==> config.mk <==
export PLATFORM = sky130hd
export DESIGN_NAME = control_loop_sched
export DESIGN_NICKNAME = d
export VERILOG_FILES = /design/src/rtl/control_loop_sched.sv
export SDC_FILE = /design/constraint.sdc
export NUM_CORES = 1
export LEC_CHECK = 0
export CORE_AREA = 5 5 377 379
export DETAILED_ROUTE_END_ITERATION = 10
export DIE_AREA = 0 0 382 384
export DONT_BUFFER_PORTS = 1
export PLACE_DENSITY = 0.3
export SLEW_MARGIN = 20
export SYNTH_ARGS = -nofsm -noshare
export SYNTH_HDL_FRONTEND = slang
export SYNTH_SLANG_ARGS = --single-unit
==> constraint.sdc <==
create_clock -name clk -period 3.2 [get_ports clk]
set_clock_uncertainty 0.05 [all_clocks]
set_input_delay 0.64 -clock clk [delete_from_list [all_inputs] [get_ports clk]]
set_output_delay 0.64 -clock clk [all_outputs]
set_load 0.01 [all_outputs]
==> src/rtl/control_loop_sched.sv <==
// Sequences N_CH control-loop channels through one shared datapath, once per simulation step.
// Define CTRL_SCHED_WATCHDOG_EN to build the per-channel dp_done watchdog (err_timeout).
module control_loop_sched #(
  parameter int N_CH    = 4,
  parameter int WIDTH   = 32,
  parameter int TIMEOUT = 64
) (
  input  logic                      clk,
  input  logic                      rst,
  input  logic                      step_start,
  input  logic [N_CH-1:0]           ch_en,
  input  logic [N_CH*4*WIDTH-1:0]   ch_in,
  output logic [2:0]                dp_sel,
  output logic [WIDTH-1:0]          dp_in_1,
  output logic [WIDTH-1:0]          dp_in_2,
  output logic [WIDTH-1:0]          dp_in_3,
  output logic [WIDTH-1:0]          dp_in_4,
  output logic                      dp_sta,
  input  logic [WIDTH-1:0]          dp_out_1,
  input  logic [WIDTH-1:0]          dp_out_2,
  input  logic                      dp_done,
  output logic [N_CH*WIDTH-1:0]     res_1,
  output logic [N_CH*WIDTH-1:0]     res_2,
  output logic [N_CH-1:0]           res_valid,
  output logic                      step_done,
  output logic                      busy,
  output logic [N_CH-1:0]           err_timeout,
  output logic                      err_overrun
);

  typedef enum logic [1:0] {IDLE, ISSUE, WAIT, FIN} state_t;

  state_t                  state_q;
  logic [N_CH-1:0]         pend_q;
  logic [N_CH-1:0]         valid_q;
  logic [2:0]              sel_q;
  logic [4*WIDTH-1:0]      ops_q;
  logic                    sta_q;
  logic                    done_q;
  logic                    busy_q;
  logic                    ovr_q;
  logic [N_CH*WIDTH-1:0]   resOne_q;
  logic [N_CH*WIDTH-1:0]   resTwo_q;

  logic [N_CH-1:0]         curMask_d;
  logic [N_CH-1:0]         pendAfter_d;
  logic [N_CH-1:0]         pickFrom_d;
  logic [2:0]              issueIdx_d;
  logic [4*WIDTH-1:0]      issueOps_d;
  logic                    timedOut_d;

  function automatic logic [2:0] lowestIdx(input logic [N_CH-1:0] m);
    logic [2:0] idx;
    idx = '0;
    for (int i = N_CH-1; i >= 0; i--) begin
      if (m[i]) idx = 3'(i);
    end
    return idx;
  endfunction

  // Next channel to issue: from the fresh enable mask in IDLE, otherwise from what is still pending.
  always_comb begin
    curMask_d   = N_CH'(1) << sel_q;
    pendAfter_d = pend_q & ~curMask_d;
    pickFrom_d  = (state_q == IDLE) ? ch_en : pendAfter_d;
    issueIdx_d  = lowestIdx(pickFrom_d);
    issueOps_d  = ch_in[int'(issueIdx_d)*4*WIDTH +: 4*WIDTH];
  end

`ifdef CTRL_SCHED_WATCHDOG_EN
  localparam int CW = $clog2(TIMEOUT);
  logic [CW-1:0]   cnt_q;
  logic [N_CH-1:0] errTo_q;
  assign timedOut_d  = (cnt_q == CW'(TIMEOUT-1));
  assign err_timeout = errTo_q;
`else
  assign timedOut_d  = 1'b0;
  assign err_timeout = '0;
`endif

  always_ff @(posedge clk or negedge rst) begin
    if (!rst) begin
      state_q  <= IDLE;
      pend_q   <= '0;
      valid_q  <= '0;
      sel_q    <= '0;
      ops_q    <= '0;
      sta_q    <= 1'b0;
      done_q   <= 1'b0;
      busy_q   <= 1'b0;
      ovr_q    <= 1'b0;
      resOne_q <= '0;
      resTwo_q <= '0;
`ifdef CTRL_SCHED_WATCHDOG_EN
      cnt_q    <= '0;
      errTo_q  <= '0;
`endif
    end else begin
      sta_q  <= 1'b0;
      done_q <= 1'b0;
      if (step_start && state_q != IDLE) ovr_q <= 1'b1;
      case (state_q)
        IDLE: begin
          if (step_start) begin
            pend_q  <= ch_en;
            valid_q <= '0;
            busy_q  <= 1'b1;
            if (ch_en == '0) begin
              state_q <= FIN;
              done_q  <= 1'b1;
            end else begin
              state_q <= ISSUE;
              sta_q   <= 1'b1;
              sel_q   <= issueIdx_d;
              ops_q   <= issueOps_d;
            end
          end
        end
        ISSUE: begin
          state_q <= WAIT;
`ifdef CTRL_SCHED_WATCHDOG_EN
          cnt_q   <= '0;
`endif
        end
        // dp_done takes priority over a watchdog expiry landing on the same edge.
        WAIT: begin
          if (dp_done || timedOut_d) begin
            pend_q <= pendAfter_d;
            if (dp_done) begin
              resOne_q[int'(sel_q)*WIDTH +: WIDTH] <= dp_out_1;
              resTwo_q[int'(sel_q)*WIDTH +: WIDTH] <= dp_out_2;
              valid_q <= valid_q | curMask_d;
            end
`ifdef CTRL_SCHED_WATCHDOG_EN
            else errTo_q <= errTo_q | curMask_d;
`endif
            if (pendAfter_d != '0) begin
              state_q <= ISSUE;
              sta_q   <= 1'b1;
              sel_q   <= issueIdx_d;
              ops_q   <= issueOps_d;
            end else begin
              state_q <= FIN;
              done_q  <= 1'b1;
            end
          end
`ifdef CTRL_SCHED_WATCHDOG_EN
          else cnt_q <= cnt_q + CW'(1);
`endif
        end
        FIN: begin
          state_q <= IDLE;
          busy_q  <= 1'b0;
        end
        default: state_q <= IDLE;
      endcase
    end
  end

  assign dp_sel      = sel_q;
  assign dp_in_1     = ops_q[0*WIDTH +: WIDTH];
  assign dp_in_2     = ops_q[1*WIDTH +: WIDTH];
  assign dp_in_3     = ops_q[2*WIDTH +: WIDTH];
  assign dp_in_4     = ops_q[3*WIDTH +: WIDTH];
  assign dp_sta      = sta_q;
  assign res_1       = resOne_q;
  assign res_2       = resTwo_q;
  assign res_valid   = valid_q;
  assign step_done   = done_q;
  assign busy        = busy_q;
  assign err_overrun = ovr_q;

endmodule
==> qor.tcl, run 1 <==
set qor(detail_route.vias_per_cell) 4.111
set qor(worst_ep_required_time_ns) 3.68
set qor(initialDrtViolationCount) 1008
set qor(yosysSeqAreaShare_pct) 52.82
set qor(worstRegToRegCells) 7
set qor(report.power.total_mw) 27.35
set qor(ctsRootBufferMaster) {sky130_fd_sc_hd__clkbuf_16}
set qor(failed_checks) {negative hold slack}
set qor(worst-path-max-fanout) 20
set qor(status) {complete, but fails checks}
set qor(clock_path_buffers) 3
set qor(final_net_count) 2743
set qor(die_outline_width_um) 382
set qor(final_layout_size_suffix_gt1_share_pct) 8.033
set qor(fin_tns_setup_ns) 0
set qor(worst-path-stages) 7
set qor(area_growth_syn_to_layout_pct) 21.98
set qor(crit_chain) {buf_4 > ha_1 > nand2b_1 > o21ai_2 > or3_1 > a21oi_1 > o31ai_1}
set qor(synth_area_leader_cell) {sky130_fd_sc_hd__dfrtp_1}
set qor(wire_length_of_the_first_global_routing_pass_mm) 156.4
set qor(clk_pin_slew_ns) 0.06
set qor(synth-async-reset-ratio_pct) 100.0
set qor(routedWlPerCell_um) 29.13
set qor(place_hpwl_mm) 89.34
set qor(initial_core_utilization_pct) 13.68
set qor(std_cell_rows) 137
set qor(synth_top_flop_cell) {sky130_fd_sc_hd__dfrtp_1}
set qor(leakage_nw) 9.033
set qor(timing_max_transition_violations_final) 0
set qor(maxCapViolCount) 0
set qor(ctsResizeCount) 0
set qor(post-cts-setup-buffer-count) 0
set qor(grt_max_degree) 401
set qor(timing.hold.worst.class) {input pin to async pin}
set qor(finalHoldWorstSlack_ns) -0.3221
set qor(final.fill_count) 15720
set qor(setup_repair_after_global_routing_missed_its_margin) {no}
set qor(antenna_found_initial) 56
set qor(number_of_synthesized_register_bits) 400
set qor(setup_viol_count_final) 0
set qor(syn-cell-area_um2) 18950
set qor(startpoint_type) {flop}
set qor(post-synth-top-count-cell) {sky130_fd_sc_hd__nand2_1}
set qor(grt_use_total_pct) 15.06
set qor(number_of_global_route_vias_before_repair) 16860
set qor(hold_violations) 400
set qor(synth-edff-count) 0
set qor(fmax_mhz) 363.3
set qor(worst_pin_slew_ns) 1.077
set qor(maxSlewHeadroom_pct) 28.19
set qor(design.die.area_um2) 146700
set qor(critical_path.max_stage_delay_ns) 0.72
set qor(path_class) {flop to flop}
set qor(place_area_um2) 21240
set qor(syn_avg_cell_area_um2) 8.545
set qor(drtPass1Iterations) 5
set qor(synth_cells) 2218
set qor(tritoncts) {done}
set qor(final_estimated_routing_congestion_in_global_placement) 0.8448
set qor(global_route.overflow_total) 0
set qor(setup_slack_reg_to_reg_ns) 0.45
set qor(antenna_nets_post_route) 0
set qor(final_core_util_pct) 16.69
set qor(clk-insertion-delay-late_ns) 0.62
set qor(synth_top_area_share_pct) 52.82
set qor(finalInstanceArea_um2) 23120
set qor(ios) 983
set qor(worstReg2RegEnd) {ops_q[13]}
set qor(timing.critical_path.buf_inv) 1
set qor(crit_path_end_kind) {flop}
set qor(worst_path_top_cell_family_by_delay) {simple AND/OR/NAND/NOR gates}
set qor(final.min_clock_period_ns) 2.753
set qor(synthesis.yosys.warnings) 0
set qor(r2r_start) {dp_sel[0]}
set qor(synth_top_cells_by_count) {649 x sky130_fd_sc_hd__nand2_1, 400 x sky130_fd_sc_hd__dfrtp_1, 385 x sky130_fd_sc_hd__o21ai_0, 134 x sky130_fd_sc_hd__a21oi_1}
set qor(clkSinkCount) 400
set qor(via_count) 16530
set qor(drt-total-wl_mm) 117.1
set qor(pwr_density_cell_nw_per_um2) 1183
set qor(port-buffer-count) 0
set qor(remaining_drc_errors) 0
set qor(slowest_cell_on_the_critical_path) {sky130_fd_sc_hd__or3_1}
set qor(fin_crit_sh_pct) 86.03
set qor(cp.arrival_ns) 3.23
set qor(die-height_um) 384
set qor(core_um2) 138500
set qor(yosys.cell_types.count) 45
set qor(cts_bufs_inserted) 54
set qor(cts.htree.levels) 2
set qor(yosys-top-cells-area) {sky130_fd_sc_hd__dfrtp_1 53%, sky130_fd_sc_hd__nand2_1 13%, sky130_fd_sc_hd__o21ai_0 10%}
set qor(vdd_ir_drop_max_mv) 0.6140
per-layer routing:
layer	GRT usage, %	wire [µm]
met3	6.994	11970
met5	0	283
met4	5.736	4635
met1	15.95	42220
met2	26.12	58010
where the power goes:
part,internal [mW],total [mW],switching [mW]
sequential,7.04,10.4,3.35
combinational,3.68,10.5,6.85
clock,3.88,6.43,2.55
total,14.6,27.3,12.8
worst register-to-register path: stages (launching register included):
cell and delay, ns:
sky130_fd_sc_hd__dfrtp_1 0.37, sky130_fd_sc_hd__buf_4 0.21, sky130_fd_sc_hd__ha_1 0.27, sky130_fd_sc_hd__nand2b_1 0.26
sky130_fd_sc_hd__o21ai_2 0.34, sky130_fd_sc_hd__or3_1 0.72, sky130_fd_sc_hd__a21oi_1 0.20, sky130_fd_sc_hd__o31ai_1 0.24
cells in the final DEF (no fill, tap or decap), types with 3 or more instances in the layout:
master	count
sky130_fd_sc_hd__nand2_1	645
sky130_fd_sc_hd__dfrtp_1	400
sky130_fd_sc_hd__o21ai_0	385
sky130_fd_sc_hd__a21oi_1	134
sky130_fd_sc_hd__a22o_1	112
sky130_fd_sc_hd__nor2_1	112
sky130_fd_sc_hd__a31oi_1	108
sky130_fd_sc_hd__clkbuf_16	55
sky130_fd_sc_hd__buf_4	49
sky130_fd_sc_hd__buf_12	25
sky130_fd_sc_hd__diode_2	23
sky130_fd_sc_hd__o22ai_1	21
sky130_fd_sc_hd__and2_1	20
sky130_fd_sc_hd__o31ai_1	20
sky130_fd_sc_hd__clkbuf_1	15
sky130_fd_sc_hd__clkinv_2	9
sky130_fd_sc_hd__ha_1	8
sky130_fd_sc_hd__clkbuf_8	8
sky130_fd_sc_hd__o21ai_1	7
sky130_fd_sc_hd__bufinv_16	7
sky130_fd_sc_hd__conb_1	5
sky130_fd_sc_hd__nand2b_1	4
sky130_fd_sc_hd__nand2_4	4
sky130_fd_sc_hd__inv_1	3
sky130_fd_sc_hd__nor3b_2	3
cell families after synthesis:
family,after synthesis,synth area share [%]
and+or+nand+nor,803,16.63
AOI/OAI and AO/OA,797,24.74
DFF,400,52.82
buffers and inverters,205,5.004
adders and majority gates,8,0.5282
muxes,4,0.2641
other,1,0.01979
flip-flops by register name, indices dropped and copies added, names as in the netlist:
register	flops
busy	1
dp_sel	2
dp_sta	1
err_overrun	1
ops_q	128
pend_q	4
res_1	128
res_2	128
res_valid	4
state_q	2
step_done	1
through the flow:
step / hold WS [ns] / cells / worst slack [ns]
after global routing: -0.3943 / 4012 / 0.2331
final: -0.3221 / 4021 / 0.4472
after CTS: -0.4035 / 3998 / 0.3973
after floorplan: 0.2944 / 2222 / 0.8762
after global placement: 0.3071 / 3902 / 0.4533
after detailed placement: 0.3072 / 3902 / 0.4461
worst max path at each step:
| stage | from | slack (ns) | to |
|---|---|---|---|
| floorplan | dp_sel[0] | 0.88 | ops_q[67] |
| global placement | dp_sel[1] | 0.45 | ops_q[7] |
| detailed placement | dp_sel[0] | 0.45 | ops_q[13] |
| CTS | dp_sel[0] | 0.40 | ops_q[84] |
| global route | dp_sel[0] | 0.23 | ops_q[6] |
| finish | dp_sel[0] | 0.45 | ops_q[13] |
cell type report:
type / count / area, µm² / share of cell area [%]
inverters: 4 / 20.02 / 0.08660
multi-input cells: 1617 / 8085 / 34.98
well taps: 1807 / 2261 / 9.780
clock inverters: 18 / 272.8 / 1.180
diodes: 23 / 57.56 / 0.2490
clock buffers: 78 / 1543 / 6.674
flip-flops and latches: 400 / 10010 / 43.30
repair buffers: 74 / 868.3 / 3.756
(Power assumes the default switching activity.)
==> inputs of run 2 (changes only) <==
- SLEW_MARGIN: 20 -> unset
==> results of run 2 <==
Same layout as run 1: the final DEF is identical, and so are final timing and power.
